### config.mk
export PLATFORM = sky130hd
export DESIGN_NAME = compare_sequencer
export DESIGN_NICKNAME = d
export VERILOG_FILES = /design/src/rtl/compare_sequencer.sv
export SDC_FILE = /design/constraint.sdc
export NUM_CORES = 1
export LEC_CHECK = 0
export ABC_AREA = 1
export ABC_CLOCK_PERIOD_IN_PS = 1500
export CAP_MARGIN = 20
export CORE_MARGIN = 2
export CORE_UTILIZATION = 52
export CTS_CLUSTER_SIZE = 12
export DETAILED_ROUTE_END_ITERATION = 8
export GPL_ROUTABILITY_DRIVEN = 0
export HOLD_SLACK_MARGIN = 0.12
export PLACE_DENSITY = 0.76
export SYNTH_ARGS = -nofsm -noshare
export SYNTH_HDL_FRONTEND = slang
export SYNTH_SLANG_ARGS = --single-unit
### constraint.sdc
create_clock -name compare_sequencer_clk -period 1.5 [get_ports compare_sequencer_clk]
set_input_delay 0.3 -clock compare_sequencer_clk [delete_from_list [all_inputs] [get_ports compare_sequencer_clk]]
set_output_delay 0.3 -clock compare_sequencer_clk [all_outputs]
set_load 0.05 [all_outputs]
### src/rtl/compare_sequencer.sv
// Round-based controller for the load/shift/compare/tally datapath: per round it loads the
// counters, runs them for TICKS enabled steps, samples the comparator and pulses one tally enable.
`timescale 1ns/1ps
module compare_sequencer #(
  parameter int ROUNDS = 4,
  parameter int TICKS  = 3
) (
  input  logic       compare_sequencer_clk,
  input  logic       compare_sequencer_rst,
  input  logic       compare_sequencer_en,
  input  logic       compare_sequencer_start,
  input  logic       compare_sequencer_abort,
  input  logic [2:0] compare_sequencer_cmp,
  output logic       compare_sequencer_load,
  output logic [3:0] compare_sequencer_dir,
  output logic [1:0] compare_sequencer_shift,
  output logic       compare_sequencer_sr,
  output logic [2:0] compare_sequencer_tally,
  output logic [7:0] compare_sequencer_round,
  output logic       compare_sequencer_busy,
  output logic       compare_sequencer_done,
  output logic       compare_sequencer_err
);

  typedef enum logic [2:0] {
    S_IDLE   = 3'd0,
    S_LOAD   = 3'd1,
    S_RUN    = 3'd2,
    S_SAMPLE = 3'd3,
    S_DONE   = 3'd4
  } state_t;

  localparam logic [7:0] LAST_ROUND = 8'(ROUNDS - 1);
  localparam logic [7:0] LAST_STEP  = 8'(TICKS - 1);

  state_t     state_q, state_d;
  logic [7:0] round_q, round_d;
  logic [7:0] step_q, step_d;
  logic [2:0] tally_q, tally_d;
  logic       err_q, err_d;

  function automatic logic one_hot3(input logic [2:0] v);
    return (v == 3'b001) || (v == 3'b010) || (v == 3'b100);
  endfunction

  always_ff @(posedge compare_sequencer_clk or negedge compare_sequencer_rst) begin
    if (!compare_sequencer_rst) begin
      state_q <= S_IDLE;
      round_q <= '0;
      step_q  <= '0;
      tally_q <= '0;
      err_q   <= 1'b0;
    end else begin
      state_q <= state_d;
      round_q <= round_d;
      step_q  <= step_d;
      tally_q <= tally_d;
      err_q   <= err_d;
    end
  end

  // tally_d defaults to zero so a pulse never outlives one clock, even when en stalls the FSM.
  always_comb begin
    state_d = state_q;
    round_d = round_q;
    step_d  = step_q;
    tally_d = '0;
    err_d   = err_q;
    if (compare_sequencer_abort) begin
      state_d = S_IDLE;
      round_d = '0;
      step_d  = '0;
    end else begin
      unique case (state_q)
        S_IDLE: begin
          if (compare_sequencer_start) begin
            state_d = S_LOAD;
            round_d = '0;
            step_d  = '0;
            err_d   = 1'b0;
          end
        end
        S_LOAD: begin
          if (compare_sequencer_en) begin
            state_d = S_RUN;
            step_d  = '0;
          end
        end
        S_RUN: begin
          if (compare_sequencer_en) begin
            step_d = step_q + 8'd1;
            if (step_q == LAST_STEP) state_d = S_SAMPLE;
          end
        end
        S_SAMPLE: begin
          if (compare_sequencer_en) begin
            if (one_hot3(compare_sequencer_cmp)) tally_d = compare_sequencer_cmp;
            else err_d = 1'b1;
            if (round_q == LAST_ROUND) begin
              state_d = S_DONE;
            end else begin
              round_d = round_q + 8'd1;
              state_d = S_LOAD;
            end
          end
        end
        S_DONE: begin
          if (!compare_sequencer_start) state_d = S_IDLE;
        end
        default: state_d = S_IDLE;
      endcase
    end
  end

  // Round-derived controls are only driven while a round is in progress.
  always_comb begin
    compare_sequencer_busy  = (state_q == S_LOAD) || (state_q == S_RUN) || (state_q == S_SAMPLE);
    compare_sequencer_load  = (state_q == S_LOAD);
    compare_sequencer_done  = (state_q == S_DONE);
    compare_sequencer_shift = '0;
    compare_sequencer_sr    = 1'b0;
    compare_sequencer_dir   = '0;
    if (compare_sequencer_busy) begin
      compare_sequencer_shift = round_q[1:0];
      compare_sequencer_sr    = round_q[2];
      compare_sequencer_dir   = {round_q[1], ~round_q[1], round_q[0], ~round_q[0]};
    end
    compare_sequencer_tally = tally_q;
    compare_sequencer_round = round_q;
    compare_sequencer_err   = err_q;
  end

endmodule
==> results.yml, run 1 <==
clock_network:
  path_clk_slew_ns: 0.14
  clock_tree_root: "sky130_fd_sc_hd__clkbuf_4"
  numCtsBuffers: 3
  cts.sinks: 23
  worstSkewPairLatency_ns: 0.32
  cts_tree: "built"
  post_cts_hold_buffer_count: 0
  maximum_number_of_buffers_from_clock_root_to_sink: 2
  htree_levels: 1
worst_setup_path:
  cp-start-kind: "flop"
  reg2reg_setup_slack_ns: -0.12
  worst_ep_arrival_time_ns: 1.34
  source_of_the_critical_timing_path: "state_q[2]"
  setup.worst_path.class: "flop to output pin"
  timing.critical_path.mode_cell: "sky130_fd_sc_hd__nor2_4"
  crit_path_max_fanout: 5
  regToRegStartpoint: "state_q[1]"
  crit_path_end_kind: "output pin"
  cp.required_ns: 1.20
  cp_cell_sequence: "nor2_4 > inv_4 > nor2_4 > buf_12"
  slowest_delay_ns: 0.47
  critical-path-slowest-cell: "sky130_fd_sc_hd__dfrtp_2"
logic_synthesis:
  synth_largest_type_area_fraction: 0.354
  synth-seq-area-share: 0.354
  netlist.top_cell.by_area: "sky130_fd_sc_hd__dfrtp_1"
  synth.lib_cells_used.distinct: 24
  avgSynthCellArea_um2: 6.45
  synthesis.instances: 252
  syn_area_um2: 1630
  postSynthNetCount: 263
  yosysWarnings: 0
  synth.top_cells.by_area: "sky130_fd_sc_hd__dfrtp_1, sky130_fd_sc_hd__nand2_1, sky130_fd_sc_hd__nor2_1"
  ff_latch_count_synth: 23
timing:
  skew_ns: 0.00352
  maxSlewHeadroom: 0.731
  worstMarginPinSlew_ns: 0.403
  final.period_utilization: 1.09
  rsz0062_at_grt: "yes"
  final_hold_viol_count: 0
  final.setup.worst_slack_ns: -0.136
  slew_viol_final: 0
  timing.final.setup_violations: 27
  timing.final.crit_period_ns: 1.64
  finalHoldWorstSlack_ns: 0.329
  timing.fmax_ghz: 0.611
pwr:
  cell_internal_power_mw: 1.61
  power.density_cell_area_nw_per_um2: 1120
  switching_share: 0.477
  worst_ir_drop_vdd_v: 0.000702
  combPwrFrac: 0.668
  power.share.clock: 0.099
  power_switching_mw: 1.47
  power.sequential.fraction: 0.233
  power.static_leakage_nw: 1.34
cells_and_area:
  multi_input_comb_area_um2: 1150
  ff_latch_area_um2: 583
  fin_nets: 333
  cell_count_final_fillers_out: 354
  final_core_utilization: 0.914
  insertedDiodeCount: 0
  final_layout_size_suffix_gt1_frac: 0.396
  fillCellCount: 118
  synthToLayoutAreaGrowth_pct: 68.8
die:
  start_util: 0.542
  die_area_um2: 3590
  floorplan.core_area_um2: 3000
  fp.dieW_um: 59.9
  floorplan.rows: 20
  top_level_ports: 30
  die_height_um: 59.9
global_route:
  grt_pass1_wl_um: 7450
  grt_start_max_net_pins: 24
  grt_overflow_total: 0
  grt_antenna_before_repair: 0
  grt_pass1_vias: 1670
  track_usage: 0.276
detailed_routing:
  dr.first_iter.drc_count: 267
  totalWireLength_um: 6440
  drc_errors: 0
  drt-pass1-iter-count: 8
  dr_total_vias: 2215
  wl_per_cell_um: 18.2
  final_ant_viol_nets: 0
  viasPerCell: 6.26
placed_design:
  pre_cts_ws_ns: -0.291
  port-buffer-count: 29
  place.detailed.instances: 332
  post_dp_hpwl_um: 3340
job:
  drv_cap: 0
run_status:
  status: "finished with violations"
  failing_checks: "setup timing"
hold_path:
  holdCritPathClass: "input pin to async pin"
[worst max-delay path, delay by kind of cell, from the launching register on]
| family | cells | cell delay, ns |
|---|---|---|
| buf+inv | 2 | 0.24 |
| flops | 1 | 0.47 |
| simple gates | 2 | 0.30 |
[power by group through the flow]
stage	Clock, mW	Combinational, mW	Sequential (mW)
6_report	0.306	2.06	0.717
5_1_grt	0.331	2.14	0.719
4_1_cts	0.302	1.55	0.711
3_5_place_dp	0	1.38	0.756
3_3_place_gp	0	1.36	0.751
2_1_floorplan	0	0.767	0.784
[timing repair]
action / CTS / global route
gates cloned: 0 / 1
pin swaps: 4 / 14
setup endpoints to repair: 10 / 32
gates resized for setup: 8 / 53
setup buffers: 8 / 9
[Yosys cell counts]
| cell | count |
|---|---|
| sky130_fd_sc_hd__a21oi_1 | 4 |
| sky130_fd_sc_hd__buf_2 | 1 |
| sky130_fd_sc_hd__buf_4 | 2 |
| sky130_fd_sc_hd__clkbuf_1 | 1 |
| sky130_fd_sc_hd__dfrtp_1 | 23 |
| sky130_fd_sc_hd__ha_1 | 3 |
| sky130_fd_sc_hd__inv_1 | 27 |
| sky130_fd_sc_hd__inv_2 | 2 |
| sky130_fd_sc_hd__nand2_1 | 91 |
| sky130_fd_sc_hd__nand2_2 | 5 |
| sky130_fd_sc_hd__nand3_1 | 18 |
| sky130_fd_sc_hd__nand3_2 | 4 |
| sky130_fd_sc_hd__nand3b_1 | 3 |
| sky130_fd_sc_hd__nand3b_4 | 1 |
| sky130_fd_sc_hd__nand4_1 | 3 |
| sky130_fd_sc_hd__nor2_1 | 42 |
| sky130_fd_sc_hd__nor2_2 | 3 |
| sky130_fd_sc_hd__nor2_4 | 2 |
| sky130_fd_sc_hd__nor3_1 | 2 |
| sky130_fd_sc_hd__nor3b_1 | 3 |
| sky130_fd_sc_hd__nor4_1 | 1 |
| sky130_fd_sc_hd__o21ai_0 | 9 |
| sky130_fd_sc_hd__o21ai_1 | 1 |
| sky130_fd_sc_hd__xnor2_1 | 1 |
[worst paths after layout]
| kind | endpoint | cells after the start |
|---|---|---|
| max | compare_sequencer_shift[1] | 4 |
| min | compare_sequencer_round[6] | 2 |
| max reg2reg | compare_sequencer_round[2] | 9 |
| min reg2reg | step_q[6] | 2 |
| max in group asynchronous | state_q[0] | 2 |
| min in group compare_sequencer_clk | step_q[6] | 2 |
[flip-flops by register name (all words and copies together) (netlist names)]
name,flops
step_q,8
state_q,3
compare_sequencer_round,8
compare_sequencer_tally,3
compare_sequencer_err,1
[per-layer routing]
layer / up-vias / track usage / part of all wire
met3: 59 / 0.0346 / 0.10
met2: 194 / 0.435 / 0.46
met5: - / 0 / 0
li1: 935 / - / -
met4: 0 / 0.102 / 0.065
met1: 1027 / 0.387 / 0.38
[placed cells by master (no fill, tap or decap)]
| master | count |
|---|---|
| sky130_fd_sc_hd__nor2_1 | 29 |
| sky130_fd_sc_hd__o21ai_2 | 1 |
| sky130_fd_sc_hd__nor2_2 | 7 |
| sky130_fd_sc_hd__nand4_1 | 3 |
| sky130_fd_sc_hd__nand3b_1 | 3 |
| sky130_fd_sc_hd__nand2_1 | 75 |
| sky130_fd_sc_hd__nand3_1 | 15 |
| sky130_fd_sc_hd__o21ai_0 | 6 |
| sky130_fd_sc_hd__ha_1 | 3 |
| sky130_fd_sc_hd__dfrtp_1 | 17 |
| sky130_fd_sc_hd__buf_8 | 1 |
| sky130_fd_sc_hd__inv_4 | 3 |
| sky130_fd_sc_hd__inv_2 | 3 |
| sky130_fd_sc_hd__nand2_2 | 15 |
| sky130_fd_sc_hd__inv_1 | 23 |
| sky130_fd_sc_hd__xnor2_1 | 1 |
| sky130_fd_sc_hd__nand3_2 | 2 |
| sky130_fd_sc_hd__nor3b_1 | 1 |
| sky130_fd_sc_hd__nand3b_4 | 1 |
| sky130_fd_sc_hd__nor3_1 | 2 |
| sky130_fd_sc_hd__clkbuf_4 | 3 |
| sky130_fd_sc_hd__nor3b_2 | 2 |
| sky130_fd_sc_hd__clkdlybuf4s50_1 | 6 |
| sky130_fd_sc_hd__a21oi_1 | 4 |
| sky130_fd_sc_hd__o21ai_1 | 3 |
| sky130_fd_sc_hd__nand2_4 | 6 |
| sky130_fd_sc_hd__buf_6 | 4 |
| sky130_fd_sc_hd__dfrtp_2 | 6 |
| sky130_fd_sc_hd__dlymetal6s2s_1 | 1 |
| sky130_fd_sc_hd__buf_4 | 34 |
| sky130_fd_sc_hd__clkbuf_1 | 1 |
| sky130_fd_sc_hd__nand3_4 | 6 |
| sky130_fd_sc_hd__nor4_1 | 1 |
| sky130_fd_sc_hd__nor2_4 | 11 |
| sky130_fd_sc_hd__buf_12 | 22 |
[cells by family after synthesis]
group / after synthesis / synth area share
and+or+nand+nor: 178 / 0.493
xor gates and xnor gates: 1 / 0.00539
AOI/OAI and AO/OA: 14 / 0.0431
DFF: 23 / 0.354
buffers and inverters: 33 / 0.0815
adders and majority gates: 3 / 0.0231
[through the flow]
| step | power [mW] | cell area, µm² | TNS (ns) |
|---|---|---|---|
| final | 3.08 | 2750 | -2.08 |
| after global routing | 3.19 | 2750 | -3.39 |
| after global placement | 2.11 | 2370 | -4.09 |
| after detailed placement | 2.13 | 2370 | -5.32 |
| after CTS | 2.57 | 2470 | -0.868 |
| after floorplan | 1.55 | 1680 | -1.17 |
[area by class of cell]
type,count,area share
multi-input combinational,197,0.419
tap,33,0.0150
inverter,29,0.0424
sequential,23,0.212
clock buffer,4,0.00957
timing repair buffer,68,0.302
Power figures use the tool's default switching activity.
==> inputs of run 2 (changes only) <==
REMOVE_ABC_BUFFERS = 1   (was unset)
==> results.yml, run 2 (synthesized netlist as in run 1, its figures left out) <==
detailed_routing:
  dr_total_vias: 2137
  totalWireLength_um: 6700
  dr.first_iter.drc_count: 260
  drc_errors: 0
  drt-pass1-iter-count: 5
  final_ant_viol_nets: 0
  viasPerCell: 6.04
  wl_per_cell_um: 18.9
die:
  die_height_um: 59.9
  top_level_ports: 30
  start_util: 0.542
  die_area_um2: 3590
  floorplan.rows: 20
  fp.dieW_um: 59.9
  floorplan.core_area_um2: 3000
cells_and_area:
  insertedDiodeCount: 0
  ff_latch_area_um2: 577
  fin_nets: 333
  most_common_cell_after_layout_fill_and_taps_aside: "sky130_fd_sc_hd__nand2_1"
  synthToLayoutAreaGrowth_pct: 66.8
  cell_count_final_fillers_out: 354
  fillCellCount: 118
  final_layout_size_suffix_gt1_frac: 0.352
  multi_input_comb_area_um2: 1110
  mostFrequentLayoutCells: "sky130_fd_sc_hd__nand2_1, sky130_fd_sc_hd__nor2_1, sky130_fd_sc_hd__buf_4"
run_status:
  failing_checks: "setup timing"
  status: "finished with violations"
worst_setup_path:
  critical-path-slowest-cell: "sky130_fd_sc_hd__dfrtp_1"
  crit_path_max_fanout: 4
  timing.critical_path.mode_cell: "sky130_fd_sc_hd__nor2_4"
  slowest_delay_ns: 0.48
  setup.worst_path.class: "flop to output pin"
  cp.required_ns: 1.20
  cp-start-kind: "flop"
  worst_ep_arrival_time_ns: 1.51
  crit_path_end_kind: "output pin"
  cp_cell_sequence: "nor2_4 > nor2_4 > inv_4 > buf_6 > nor2_4 > buf_12"
timing:
  timing.final.crit_period_ns: 1.81
  skew_ns: 0.00921
  final.setup.worst_slack_ns: -0.311
  slew_viol_final: 0
  timing.final.setup_violations: 28
  final_hold_viol_count: 0
  final.period_utilization: 1.21
  rsz0062_at_grt: "yes"
  timing.fmax_ghz: 0.552
  finalHoldWorstSlack_ns: 0.300
  maxSlewHeadroom: 0.788
  worstMarginPinSlew_ns: 0.314
clock_network:
  clock_tree_root: "sky130_fd_sc_hd__clkbuf_4"
  path_clk_slew_ns: 0.15
  maximum_number_of_buffers_from_clock_root_to_sink: 2
  worstSkewPairLatency_ns: 0.34
  htree_levels: 1
  post_cts_hold_buffer_count: 0
  cts_tree: "built"
  numCtsBuffers: 3
  cts.sinks: 23
hold_path:
  holdCritPathClass: "input pin to async pin"
global_route:
  grt_pass1_wl_um: 7770
  grt_pass1_vias: 1746
  grt_antenna_before_repair: 0
  grt_start_max_net_pins: 24
  grt_overflow_total: 0
  track_usage: 0.291
pwr:
  final_total_pwr_mw: 3.06
  worst_ir_drop_vdd_v: 0.000889
  power.density_cell_area_nw_per_um2: 1130
  power.static_leakage_nw: 1.33
job:
  drv_cap: 0
placed_design:
  post_dp_hpwl_um: 3210
  place.detailed.instances: 338
  port-buffer-count: 29
-- run 2: path summary, 6_finish.rpt --
kind	end	from	cells after the start	slack (ns)
max	compare_sequencer_dir[2]	state_q[1]	6	-0.31
min	state_q[0]	compare_sequencer_rst	2	0.30
max reg2reg	compare_sequencer_round[7]	state_q[1]	9	-0.21
min reg2reg	step_q[6]	step_q[6]	2	0.57
max in group asynchronous	step_q[0]	compare_sequencer_rst	2	0.94
min in group compare_sequencer_clk	step_q[6]	step_q[6]	2	0.57
-- run 2: layer usage --
metal,part of all wire,track usage,up-vias,wire length [µm]
met2,0.50,0.470,180,3330
met5,0,0,-,0
met1,0.36,0.381,982,2430
met3,0.086,0.0455,46,579
met4,0.055,0.130,0,367
li1,-,-,929,-
-- run 2: what timing repair did --
item                       in CTS  in global routing
pin swaps                       3                  8
gates cloned                    0                  1
buffers inserted                4                  8
setup endpoints to repair      14                 31
resized for setup              22                 42
-- run 2: cell type report --
| cell class | count | share of cell area |
|---|---|---|
| Sequential cell | 23 | 0.213 |
| Inverter | 29 | 0.0456 |
| Tap cell | 33 | 0.0152 |
| Clock inverter | 1 | 0.00184 |
| Multi-Input combinational cell | 197 | 0.409 |
| Clock buffer | 3 | 0.00830 |
| Timing Repair Buffer | 68 | 0.307 |
-- run 2: report_power, final --
group / internal [mW] / switching (mW) / total (mW)
clock: 0.101 / 0.227 / 0.328
combinational: 0.827 / 1.19 / 2.02
sequential: 0.661 / 0.0498 / 0.710
total: 1.59 / 1.47 / 3.06
-- run 2: per-stage QoR --
step                       util  TNS, ns  setup slack, ns  area, µm²
after floorplan               -   -10.46            -1.58       1600
after global placement    0.788    -3.68           -0.203       2360
after detailed placement  0.788    -4.64           -0.266       2360
after CTS                 0.825    -1.58           -0.196       2480
after global routing      0.904    -6.19           -0.355       2710
final                     0.904    -4.85           -0.311       2710
-- run 2: critical path: cells and delay by family (launching register included) --
kind	cells	cell delay, ns
buffers and inverters	3	0.36
DFF	1	0.48
and+or+nand+nor	3	0.32
